## src/rtl/midi_pkg.sv

```systemverilog
// Shared MIDI constants, byte classes and parser state encoding for the message parser.
package midi_pkg;

   localparam logic [3:0] NOTE_OFF = 4'h8;
   localparam logic [3:0] NOTE_ON  = 4'h9;
   localparam logic [3:0] POLY_AT  = 4'hA;
   localparam logic [3:0] CTRL     = 4'hB;
   localparam logic [3:0] PROG     = 4'hC;
   localparam logic [3:0] CHAN_AT  = 4'hD;
   localparam logic [3:0] PITCH    = 4'hE;

   localparam logic [7:0] SYSEX_START = 8'hF0;
   localparam logic [7:0] SYSEX_END   = 8'hF7;
   localparam logic [7:0] RT_MIN      = 8'hF8;

   typedef enum logic [2:0] {
      CLS_DATA,
      CLS_CHAN,
      CLS_SYSEX,
      CLS_SYSCOM,
      CLS_RT
   } byteClass_t;

   typedef enum logic [2:0] {
      NOSTATUS,
      DATA1,
      DATA2,
      SYSEX,
      SKIP
   } parserState_t;

endpackage

```

## src/rtl/midi_status_decode.sv

```systemverilog
// Combinational classifier: maps a received MIDI byte to its class and the
// number of data bytes that follow it (0, 1 or 2).
module midi_status_decode
   import midi_pkg::*;
(
   input  logic [7:0] byteIn,
   output byteClass_t byteClass,
   output logic [1:0] dataCount
);

   always_comb begin
      byteClass = CLS_DATA;
      dataCount = 2'd0;
      if (!byteIn[7]) begin
         byteClass = CLS_DATA;
      end else if (byteIn < SYSEX_START) begin
         byteClass = CLS_CHAN;
         dataCount = (byteIn[7:4] == PROG || byteIn[7:4] == CHAN_AT) ? 2'd1 : 2'd2;
      end else if (byteIn == SYSEX_START) begin
         byteClass = CLS_SYSEX;
      end else if (byteIn < RT_MIN) begin
         // Song position (F2) carries two bytes; MTC quarter frame and song select one.
         byteClass = CLS_SYSCOM;
         if (byteIn == 8'hF2)
            dataCount = 2'd2;
         else if (byteIn == 8'hF1 || byteIn == 8'hF3)
            dataCount = 2'd1;
      end else begin
         byteClass = CLS_RT;
      end
   end

endmodule

```

## src/rtl/midi_message_parser.sv

```systemverilog
// Assembles MIDI channel-voice messages from the receiver byte strobe with running status.
// Build option MIDI_PARSER_REALTIME_EN enables the real-time byte strobe (rt_valid/rt_byte).
module midi_message_parser
   import midi_pkg::*;
#(
   parameter bit NOTE_ON_ZERO_AS_OFF = 1'b1
) (
   input  logic       clk,
   input  logic       rst,
   input  logic       byte_valid,
   input  logic [7:0] byte_data,
   output logic       msg_valid,
   output logic [3:0] msg_type,
   output logic [3:0] msg_channel,
   output logic [6:0] msg_data1,
   output logic [6:0] msg_data2,
   output logic       rt_valid,
   output logic [7:0] rt_byte,
   output logic       err_pulse,
   output logic [7:0] err_count
);

   // Handshake: byte_valid is a one-cycle strobe qualifying byte_data; every
   // output strobe (msg_valid, rt_valid, err_pulse) is a registered one-cycle
   // pulse in the cycle after the causing byte, with no back-pressure.

   byteClass_t   byteClass;
   logic [1:0]   dataCount;
   parserState_t state;
   logic [3:0]   statusType;
   logic [3:0]   statusChan;
   logic         needTwo;
   logic [6:0]   data1Reg;
   logic [1:0]   skipCnt;
   logic         errNow;
   logic [3:0]   emitType;

   midi_status_decode uDecode (
      .byteIn    (byte_data),
      .byteClass (byteClass),
      .dataCount (dataCount)
   );

   always_comb begin
      errNow = 1'b0;
      if (byte_valid) begin
         errNow = (byteClass == CLS_CHAN && state == DATA2) ||
                  (byteClass == CLS_DATA && state == NOSTATUS);
      end
   end

   always_comb begin
      emitType = statusType;
      if (NOTE_ON_ZERO_AS_OFF && statusType == NOTE_ON && byte_data[6:0] == 7'd0)
         emitType = NOTE_OFF;
   end

   always_ff @(posedge clk or posedge rst) begin
      if (rst) begin
         state       <= NOSTATUS;
         statusType  <= 4'd0;
         statusChan  <= 4'd0;
         needTwo     <= 1'b0;
         data1Reg    <= 7'd0;
         skipCnt     <= 2'd0;
         msg_valid   <= 1'b0;
         msg_type    <= 4'd0;
         msg_channel <= 4'd0;
         msg_data1   <= 7'd0;
         msg_data2   <= 7'd0;
         err_pulse   <= 1'b0;
         err_count   <= 8'd0;
      end else begin
         msg_valid <= 1'b0;
         err_pulse <= errNow;
         if (errNow && err_count != 8'hFF)
            err_count <= err_count + 8'd1;
         if (byte_valid) begin
            case (byteClass)
               CLS_CHAN: begin
                  statusType <= byte_data[7:4];
                  statusChan <= byte_data[3:0];
                  needTwo    <= (dataCount == 2'd2);
                  state      <= DATA1;
               end
               CLS_SYSEX: begin
                  statusType <= 4'd0;
                  statusChan <= 4'd0;
                  needTwo    <= 1'b0;
                  state      <= SYSEX;
               end
               CLS_SYSCOM: begin
                  // Also covers F7 closing a sysex block.
                  statusType <= 4'd0;
                  statusChan <= 4'd0;
                  needTwo    <= 1'b0;
                  skipCnt    <= dataCount;
                  state      <= (dataCount != 2'd0) ? SKIP : NOSTATUS;
               end
               CLS_DATA: begin
                  case (state)
                     DATA1: begin
                        if (needTwo) begin
                           data1Reg <= byte_data[6:0];
                           state    <= DATA2;
                        end else begin
                           msg_valid   <= 1'b1;
                           msg_type    <= statusType;
                           msg_channel <= statusChan;
                           msg_data1   <= byte_data[6:0];
                           msg_data2   <= 7'd0;
                        end
                     end
                     DATA2: begin
                        msg_valid   <= 1'b1;
                        msg_type    <= emitType;
                        msg_channel <= statusChan;
                        msg_data1   <= data1Reg;
                        msg_data2   <= byte_data[6:0];
                        state       <= DATA1;
                     end
                     SKIP: begin
                        skipCnt <= skipCnt - 2'd1;
                        if (skipCnt == 2'd1)
                           state <= NOSTATUS;
                     end
                     default: ;
                  endcase
               end
               default: ;
            endcase
         end
      end
   end

`ifdef MIDI_PARSER_REALTIME_EN
   always_ff @(posedge clk or posedge rst) begin
      if (rst) begin
         rt_valid <= 1'b0;
         rt_byte  <= 8'd0;
      end else begin
         rt_valid <= byte_valid && byteClass == CLS_RT;
         if (byte_valid && byteClass == CLS_RT)
            rt_byte <= byte_data;
      end
   end
`else
   assign rt_valid = 1'b0;
   assign rt_byte  = 8'd0;
`endif

endmodule

```

## config.mk

```make
export PLATFORM = sky130hd
export DESIGN_NAME = midi_message_parser
export DESIGN_NICKNAME = d
export VERILOG_FILES = /design/src/rtl/midi_pkg.sv /design/src/rtl/midi_status_decode.sv /design/src/rtl/midi_message_parser.sv
export SDC_FILE = /design/constraint.sdc
export NUM_CORES = 1
export LEC_CHECK = 0
export BUFFER_PORTS_ARGS = -buffer_cell sky130_fd_sc_hd__buf_4
export CAP_MARGIN = 15
export CORE_ASPECT_RATIO = 0.6
export CORE_MARGIN = 5
export CORE_UTILIZATION = 44
export DETAILED_ROUTE_END_ITERATION = 12
export PLACE_DENSITY = 0.66
export RECOVER_POWER = 25
export SLEW_MARGIN = 10
export SYNTH_ARGS = -nofsm -noshare
export SYNTH_HDL_FRONTEND = slang
export SYNTH_SLANG_ARGS = --single-unit
```

## constraint.sdc

```tcl
create_clock -name clk -period 5 [get_ports clk]
set_input_delay 0.25 -clock clk [delete_from_list [all_inputs] [get_ports clk]]
set_output_delay 0.25 -clock clk [all_outputs]
set_load 0.03 [all_outputs]
```

Word-level counts from Yosys, hierarchy flattened:

Cells that the tools add are included.
W data, S select, Z words.

* register bits: 53
* word-level logic and storage cells: 94

* add/subtract/negate cells: 2
* magnitude comparators: 2
* equality and inequality tests: 21
* mux-type cells: 35
* reductions and logical operators: 21

Operators by type and width (count)
* $eq A8 B8 Y1 const B: 4
* $pmux W4 S2: 4
* $pmux W7 S2: 2
* $mux W3: 7
* $lt A8 B8 Y1 const B: 2
* $mux W2: 7
* $mux W7: 2
* $eq A4 B4 Y1 const B: 3
* $mux W4: 3
* $pmux W3 S4: 1
* $eq A3 B2 Y1 const B: 3
* $pmux W3 S3: 1
* $add A8 B1 Y8 const B: 1
* $ne A8 B8 Y1 const B: 1
* $reduce_and A4 Y1: 2
* $reduce_bool A2 Y1: 4
* $logic_not A7 Y1: 1
* $eq A3 B1 Y1 const B: 2
* $logic_not A3 Y1: 2
* $ne A3 B3 Y1 const B: 2
* $mux W1: 5
* $reduce_and A5 Y1: 1
* $logic_and A1 B1 Y1: 4
* $ne A4 B2 Y1 const B: 1
* 13 further kinds: 16

Logic depth before layout (Yosys ltp):

Gate-level depths: netlist (run 1).

* depth in word-level cells: 11
* mapped depth: 6
* depth with buffers taken out: 6

Hierarchy:

A second synthesis (run 1) with hierarchy kept.

* cells, all modules: 235
* area total of the unflattened synthesis: 2548.7 µm²

By module, submodules not included
* midi_message_parser: instances 1, cells an instance 220, area an instance 2452.4 µm², sequential area each 1326.3 µm²
* midi_status_decode: instances 1, cells an instance 15, area an instance 96.3 µm², sequential area each 0.0 µm²

Worst setup path after synthesis (run 1):

No wires, ideal clock.

* path type: reg-to-reg
* from: register state[0]
* to: register err_count[7]
* setup time: 0.125 ns
* arrival: 1.502 ns
* required time: 4.875 ns
* setup slack: 3.373 ns
* cell stages (with the launch flop): 6
* cell sequence: dfrtp_1 -> nand2b_1 -> nor4_2 -> or2_2 -> nand3_2 -> mux2_4

* longest elaborated chain between the ends: 5

RTL lines
* start, declared: RTL line midi_message_parser.sv:29 `parserState_t state;`
* start signal, assigned: RTL line midi_message_parser.sv:98 `state <= (dataCount != 2'd0) ? SKIP : NOSTATUS;`
* $eq A3 B2 Y1 or $logic_not A3 Y1 (tied branches): RTL line midi_message_parser.sv:47, midi_message_parser.sv:48
* $logic_and A1 B1 Y1 (on tied branches): RTL line midi_message_parser.sv:47, midi_message_parser.sv:48
* $logic_or A1 B1 Y1 *: RTL line midi_message_parser.sv:47 `errNow = (byteClass == CLS_CHAN && state == DATA2) ||`
* $mux W1 *: RTL line midi_message_parser.sv:46 `if (byte_valid) begin`
* net errNow: RTL line midi_message_parser.sv:35 `logic errNow;`
* $logic_and A1 B1 Y1 *: RTL line midi_message_parser.sv:76 `if (errNow && err_count != 8'hFF)`
* end signal, assigned: RTL line midi_message_parser.sv:77 `err_count <= err_count + 8'd1;`
* end, declared: RTL line midi_message_parser.sv:20 `output logic [7:0] err_count`

The timed path passes the listed nets; every way through them passes the cells marked *.
A chain may end at the register's enable or synchronous reset.

==> impl_metrics.tcl, run 1 <==
set metrics [dict create \
    status "complete, but fails checks" \
    failed_checks "max-capacitance violations, max-slew violations" \
    synth_xor_area_frac 0.0212 \
    p_total_mw 1.64 \
    max-slew-margin-rel -0.887 \
    max_freq_mhz 385 \
    hpwl_mm 3.68 \
    cts_tree "yes" \
    synth_fa_ha_area_frac 0.0101 \
    drv_slew 54 \
    synth_top_family_by_area "multiplexers" \
    tns_ns 0 \
    row_count 21 \
    finalInstanceArea_um2 2900 \
    tightest_slew_ns 2.83 \
    syn_area_per_cell_um2 11.6 \
    rsz0062_at_grt "no" \
    insertedDiodeCount 0 \
    max_cap_violations 1 \
    clk_latency_ns 0.32 \
    synthArstFlopShare 1.00 \
    antenna_found_initial 0 \
    yosysTopAreaCellShare 0.535 \
    layout_commonest_cell "dfrtp_1" \
    power.share.sequential 0.422 \
    synth-simple-area-share 0.127 \
    drive_above_1_share 0.307 \
    ctsResizeCount 0 \
    clockPowerShare 0.155 \
    final-hold-violation-count 0 \
    drtPass1Iterations 4 \
    start_util 0.449 \
    synthCells 214 \
    io_buffers 42 \
    cts_buffers 5 \
    synth_area_um2 2480 \
    power.density_nw_per_um2 566 \
    ant_nets 0 \
    dpl_cell_area_um2 2820 \
    dieArea_um2 7280 \
    syn_to_final_growth_pct 17.1 \
    grt_overflow 0 \
    cts_setup_buffers 0 \
    ys.flop_type "dfrtp_1" \
    clock-sinks 53 \
    worstSetupEndpointType "async pin" \
    cts_hold_buf 0 \
    ioPinCount 52 \
    nNetsFinal 269 \
    finalSetupViolations 0 \
    grt_pass1_vias 1659 \
    holdWs_ns 0.209 \
    drtIter0Drc 92 \
    gp_congestion 0.894 \
    cts_max_level 2 \
    synthTopCellsByArea "dfrtp_1 (54%), mux2_2 (5.0%), a22o_1 (4.6%), mux2_4 (4.2%), mux2i_1 (3.6%)" \
    peakVddDrop_uv 272 \
    grt_first_pass_wirelength_mm 8.71 \
    p_leak_nw 1.41 \
    yosysTopAreaCell "dfrtp_1" \
    dieWidth_um 107 \
    routedWlPerCell_um 16.4 \
    crit_type "input pin to async pin" \
    yosysUniqueCellTypes 46 \
    period_share 0.519 \
    synth-seq-cells 53 \
    clockBufferDepth 2 \
    detail_route.vias_per_cell 5.33 \
    fin_crit_ns 2.59 \
    yosys_warnings 0 \
    power_switching_mw 0.668 \
    vias 1738 \
    grt_usage 0.156 \
    die_h_um 68.1 \
    crit_fanout 53 \
    drc 0 \
    grt_max_degree 54 \
    layout_common_cells "dfrtp_1 (53), buf_4 (41), nand2_1 (22), o21ai_0 (15), a22o_1 (13)" \
    clockRootBuffer "clkbuf_8" \
    switching_share 0.407 \
    ys_seq_area_frac 0.535 \
    core_area_um2 5520 \
    hold_path.class "input pin to flop" \
    synth_edf_count 0 \
    pwr-share-comb 0.423 \
    final.setup_skew_ns 0.00744 \
    start_kind "input pin" \
    cp.required_ns 4.82 \
    wl_mm 5.35 \
    p_int_mw 0.974 \
    path_clk_slew_ns 0.10 \
    cp_data_arrival_time_ns 2.42 \
    muxShareOfSynthArea 0.129 \
    synth_compound_area_frac 0.126 \
]
==> kinds of logic after synthesis <==
family,Yosys count
and+or+nand+nor,57
other,1
muxes,27
xor gates and xnor gates,6
DFF,53
adders and majority gates,2
AOI/OAI and AO/OA,46
buffers and inverters,22
==> worst paths after layout <==
check                      cells past startpoint  slack, ns      endpoint          from
setup / recovery                               3       2.41  err_count[7]           rst
hold / removal                                 2       0.21  msg_data2[2]  byte_data[2]
setup reg to reg                               3       2.82   msg_type[3]      state[2]
hold reg to reg                                2       0.49  msg_data1[1]  msg_data1[1]
max in group clk                               3       2.82   msg_type[3]      state[2]
min in group asynchronous                      3       1.00  msg_data1[6]           rst
==> area by class of cell <==
cell class,count,area (µm²)
inverter,6,22.5
timing repair buffer,43,319
tap,69,86.3
fill,494,2620
clock inverter,3,21.3
multi-input combinational,147,1060
clock buffer,5,68.8
sequential,53,1330
==> worst max-delay path, cell delays in order <==
cell	delay, ns
clkbuf_4	0.11
inv_1	0.04
clkbuf_1	1.99
==> flip-flops by register name, indices dropped and copies added, names as in the netlist <==
name / count
err_count: 8
statusType: 4
statusChan: 4
skipCnt: 2
msg_valid: 1
msg_data1: 7
err_pulse: 1
data1Reg: 7
msg_channel: 4
needTwo: 1
msg_type: 4
state: 3
msg_data2: 7
==> through the flow <==
stage          utilization  instances  setup WS [ns]
2_1_floorplan            -        222           3.37
3_3_place_gp         0.510        318           2.89
3_5_place_dp         0.510        318           2.86
4_1_cts              0.527        326           2.83
5_1_grt              0.526        326           1.83
6_report             0.526        326           2.41
==> synthesized netlist by cell type (2+ instances only) <==
| library cell | instances |
|---|---|
| nand3_1 | 4 |
| and3_1 | 2 |
| mux2i_1 | 9 |
| dfrtp_1 | 53 |
| a22o_1 | 13 |
| and4_1 | 2 |
| nand4_1 | 2 |
| nor2_2 | 2 |
| nand2_1 | 22 |
| mux2_4 | 7 |
| nor2_1 | 9 |
| buf_4 | 9 |
| clkbuf_1 | 5 |
| or3b_1 | 2 |
| nor3_2 | 2 |
| ha_1 | 2 |
| xor2_1 | 5 |
| mux2_2 | 11 |
| a31oi_1 | 3 |
| inv_1 | 5 |
| o21ai_0 | 15 |
| a21oi_1 | 5 |
| a21o_1 | 2 |
==> metal layers <==
| layer | wire length [µm] | vias up | global-route usage |
|---|---|---|---|
| li1 | - | 827 | - |
| met1 | 2770 | 854 | 0.240 |
| met2 | 2170 | 49 | 0.213 |
| met3 | 339 | 8 | 0.0330 |
| met4 | 70 | 0 | 0.0574 |
| met5 | 0 | - | 0 |
==> power by group through the flow <==
stage | sequential, mW | combinational, mW | clock, mW
floorplan | 0.894 | 0.262 | 0
global placement | 0.698 | 0.693 | 0
detailed placement | 0.701 | 0.702 | 0
CTS | 0.694 | 0.702 | 0.260
global route | 0.718 | 0.748 | 0.279
finish | 0.693 | 0.694 | 0.255
Power figures use the tool's default switching activity.
==> run 2, diff against run 1 <==
--- a/config.mk
+++ b/config.mk
@@ -11,7 +11,7 @@
 export CORE_MARGIN = 5
 export CORE_UTILIZATION = 44
 export DETAILED_ROUTE_END_ITERATION = 12
-export PLACE_DENSITY = 0.66
+export PLACE_DENSITY = 0.69
 export RECOVER_POWER = 25
 export SLEW_MARGIN = 10
 export SYNTH_ARGS = -nofsm -noshare
==> constraint.sdc (replaced) <==
create_clock -name clk -period 2.2 [get_ports clk]
set_input_delay 0.11 -clock clk [delete_from_list [all_inputs] [get_ports clk]]
set_output_delay 0.11 -clock clk [all_outputs]
set_load 0.03 [all_outputs]
==> run 2 against run 1 <==
The flow now finishes without violations. Via count grew 1.7%. Routed wire length is essentially flat. Critical endpoint unchanged. Worst setup slack lost 2.0 ns.
==> impl_metrics.tcl, run 2 (synthesized netlist as in run 1, its figures left out) <==
set metrics [dict create \
    status "finished clean" \
    hold_path.class "input pin to flop" \
    p_total_mw 3.71 \
    grt_pass1_vias 1676 \
    routedWlPerCell_um 16.2 \
    layout_commonest_cell "dfrtp_1" \
    tns_ns 0 \
    grt_max_degree 32 \
    ioPinCount 52 \
    crit_type "flop to flop" \
    grt_first_pass_wirelength_mm 8.78 \
    path_clk_slew_ns 0.09 \
    final.setup_skew_ns 0.00383 \
    dpl_cell_area_um2 2850 \
    max_cap_violations 0 \
    fin_util 0.533 \
    insertedDiodeCount 0 \
    grt_usage 0.157 \
    cp_data_arrival_time_ns 2.01 \
    drtIter0Drc 89 \
    p_leak_nw 1.43 \
    core_area_um2 5520 \
    cts_buffers 5 \
    drv_slew 0 \
    final-hold-violation-count 0 \
    ant_nets 0 \
    drtPass1Iterations 4 \
    ctsResizeCount 0 \
    cts_tree "yes" \
    hpwl_mm 3.90 \
    clockRootBuffer "clkbuf_8" \
    cp.required_ns 2.40 \
    gp_congestion 0.880 \
    drive_above_1_share 0.307 \
    finalSetupViolations 0 \
    drc 0 \
    die_h_um 68.1 \
    max-slew-margin-rel 0.333 \
    finalInstanceArea_um2 2940 \
    power.density_nw_per_um2 1260 \
    row_count 21 \
    worstSetupEndpointType "flop" \
    dieArea_um2 7280 \
    met2_usage 0.223 \
    start_util 0.449 \
    top_register "err_count" \
    clockBufferDepth 2 \
    tightest_slew_ns 1.00 \
    detail_route.vias_per_cell 5.36 \
    peakVddDrop_uv 511 \
    max_freq_mhz 552 \
    clk_latency_ns 0.31 \
    dieWidth_um 107 \
    cts_max_level 2 \
    vias 1768 \
    grt_overflow 0 \
    nNetsFinal 273 \
    use_met3 0.0415 \
    holdWs_ns 0.0876 \
    wl_mm 5.35 \
    fin_crit_ns 1.81 \
    layout_common_cells "dfrtp_1 (53), buf_4 (42), nand2_1 (22), o21ai_0 (15), a22o_1 (13)" \
    crit_fanout 6 \
    grt-busiest-layer "met1" \
    syn_to_final_growth_pct 18.6 \
    antenna_found_initial 0 \
    clock-sinks 53 \
    grtUsageMet1 0.232 \
    start_kind "flop" \
    rsz0062_at_grt "no" \
    io_buffers 42 \
    largest_reg_flops 8 \
    period_share 0.823 \
]
run 2: cell types whose count changed in the layout (fill, tap and decap cells not counted), sizes merged:
cell | previous run | this run
buf | 41 | 43
clkbuf | 7 | 9
clkinvlp | 1 | 0
dlygate4sd3 | 0 | 1
run 2: metal layers:
metal	part of all wire	wire, µm
met1	0.52	2780
met2	0.42	2250
met3	0.051	271
met4	0.0090	48
met5	0	0
run 2: cell type report:
type	instances	area [µm²]
Timing Repair Buffer	47	360
Multi-Input combinational cell	147	1060
Inverter	6	22.5
Sequential cell	53	1330
Fill cell	488	2580
Clock inverter	2	13.8
Clock buffer	6	72.6
Tap cell	69	86.3
run 2: critical path, cell delays in order (launching register included):
cell and delay (ns):
dfrtp_1 0.45, nand2b_1 0.28, nor4_2 0.41, or2_2 0.20, nand3_2 0.07, mux2_4 0.30
run 2: what timing repair did:
item | in CTS | in global routing
endpoints found under the hold margin | 24 | 0
hold buffers | 1 | 0
setup buffers | 0 | 0
run 2: worst paths after layout:
kind	start	to	slack, ns	depth (start not counted)
worst max-delay path	state[0]	err_count[7]	0.39	5
worst min register to register	msg_data1[2]	msg_data1[2]	0.49	2
worst max register to register	state[0]	err_count[7]	0.39	5
worst min-delay path	byte_data[2]	msg_data2[2]	0.09	2
max in group asynchronous	rst	needTwo	0.93	4
min in group asynchronous	rst	err_count[5]	0.59	3
run 2: stage by stage:
stage                     instances  worst slack [ns]
after detailed placement        321             0.379
after global placement          321             0.511
after CTS                       330             0.375
after global routing            330             0.309
final                           330             0.390
after floorplan                 222             0.573
run 2: report_power, final:
group | internal, mW | switching (mW)
clock network | 0.228 | 0.325
logic | 0.671 | 0.919
registers | 1.32 | 0.249
==> run 3, diff against run 2 <==
==> constraint.sdc (replaced) <==
create_clock -name clk -period 1.65 [get_ports clk]
set_input_delay 0.0825 -clock clk [delete_from_list [all_inputs] [get_ports clk]]
set_output_delay 0.0825 -clock clk [all_outputs]
set_load 0.03 [all_outputs]
==> run 3 against run 2 <==
Critical path depth stayed put. Worst setup slack worse by 0.36 ns. Clock skew is 0.0059 ns higher. Register-to-register slack worse by 0.36 ns. Sequential cell count stayed put. Critical path type unchanged. Largest cell class unchanged. Largest power group unchanged.
==> impl_metrics.tcl, run 3 (synthesized netlist as in run 1, its figures left out) <==
set metrics [dict create \
    start_util 0.449 \
    fin_util 0.565 \
    dieArea_um2 7280 \
    max_freq_mhz 617 \
    ant_nets 0 \
    finalInstanceArea_um2 3120 \
    layout_setup_ws_ns 0.0285 \
    drtIter0Drc 84 \
    cp_data_arrival_time_ns 1.82 \
    detail_route.vias_per_cell 5.17 \
    routedWlPerCell_um 15.5 \
    p_total_mw 5.18 \
    dr_wl_met2_mm 2.31 \
    grt_usage 0.163 \
    worstPathCellList "inv_2 -> or3_1 -> a21o_1 -> buf_12 -> mux2_4" \
    final-hold-violation-count 0 \
    grt_pass1_vias 1768 \
    dpl_worst_slack_ns -0.000707 \
    power.density_nw_per_um2 1660 \
    antenna_found_initial 0 \
    vias 1803 \
    path_delay_family "flip-flops" \
    wl_mm 5.40 \
    num-fill-cells 480 \
    clock-sinks 53 \
    die_h_um 68.1 \
    grt_first_pass_wirelength_mm 9.06 \
    dpl_cell_area_um2 2990 \
    core_area_um2 5520 \
    layout_commonest_cell "buf_4" \
    drtPass1Iterations 4 \
    cp.required_ns 1.85 \
    fin_crit_ns 1.62 \
    rsz0062_at_grt "yes" \
    p_leak_nw 1.54 \
    gp_congestion 0.843 \
    drc 0 \
    max_stage_delay_ns 0.42 \
    tightest_slew_ns 0.696 \
    grt_max_degree 54 \
    io_buffers 42 \
    start_kind "flop" \
    crit_type "flop to flop" \
    insertedDiodeCount 0 \
    finalSetupViolations 0 \
    wl_met3_um 246 \
    max-slew-margin-rel 0.536 \
    layout_common_cells "buf_4 (62), dfrtp_1 (51), nand2_1 (22), o21ai_0 (15), a22o_1 (13)" \
    grt_overflow 0 \
    status "finished clean" \
    path_clk_slew_ns 0.10 \
    hold_path.class "input pin to flop" \
    final.setup_skew_ns 0.00973 \
    drive_above_1_share 0.379 \
    crit_fanout 13 \
    ioPinCount 52 \
    peakVddDrop_uv 828 \
    cts_tree "yes" \
    drv_slew 0 \
    nNetsFinal 292 \
    clk_latency_ns 0.32 \
    worstSetupEndpointType "flop" \
    routed.top_layer "met4" \
    max_cap_violations 0 \
    wirelength_met1_mm 2.77 \
    holdWs_ns 0.0441 \
    top_register "err_count" \
    crit_path_top_delay_cell "dfrtp_2" \
    row_count 21 \
    path_buf_inv 2 \
    largest_reg_flops 8 \
    hpwl_mm 3.91 \
    clockBufferDepth 2 \
    cts_max_level 2 \
    cts_buffers 5 \
    syn_to_final_growth_pct 25.8 \
    period_share 0.983 \
    clockRootBuffer "clkbuf_8" \
    dieWidth_um 107 \
]
## run 3: worst reg2reg max path, stage by stage (launching register included)
cell     delay [ns]
dfrtp_2        0.42
inv_2          0.05
or3_1          0.37
a21o_1         0.22
buf_12         0.16
mux2_4         0.30
## run 3: where the power goes
group / leakage, nW / total [mW] / internal, mW / switching [mW]
combinational: 0.829 / 2.38 / 1.06 / 1.32
sequential: 0.662 / 2.06 / 1.77 / 0.291
clock: 0.0456 / 0.738 / 0.303 / 0.435
## run 3: cell type report
type                    instances  area [µm²]  share of cell area
multi-input cells             147        1080               0.348
clock inverters                 2        13.8             0.00441
repair buffers                 66         510               0.164
flip-flops and latches         53        1330               0.426
inverters                       6        22.5             0.00722
clock buffers                   6        72.6              0.0233
well taps                      69        86.3              0.0277
## run 3: per-stage QoR
step / cells / TNS (ns)
final: 349 / 0
after floorplan: 222 / 0
after global routing: 349 / -0.0171
after detailed placement: 338 / -0.000707
after CTS: 347 / 0
after global placement: 338 / 0
## run 3: path summary, 6_finish.rpt
check / slack [ns] / from / depth (start not counted) / endpoint
setup / recovery: 0.03 / state[0] / 5 / msg_channel[0]
setup reg to reg: 0.03 / state[0] / 5 / msg_channel[0]
min in group asynchronous: 0.55 / rst / 4 / msg_data1[6]
hold / removal: 0.04 / byte_data[2] / 2 / msg_data2[2]
max in group asynchronous: 0.61 / rst / 4 / state[1]
hold reg to reg: 0.49 / msg_data1[5] / 2 / msg_data1[5]
## run 3: layer usage
metal  global-route usage  vias to the layer above
met5                    0                        -
met4               0.0526                        0
met3               0.0368                        8
met2                0.223                       35
met1                0.252                      886
li1                     -                      874
## run 3: what timing repair did
action / in CTS / in global routing
gates resized for setup: 1 / 6
endpoints found under the hold margin: 53 / 0
hold buffers: 1 / 0
pin swaps: 1 / 1
setup endpoints to repair: 8 / 15
buffers inserted: 0 / 2
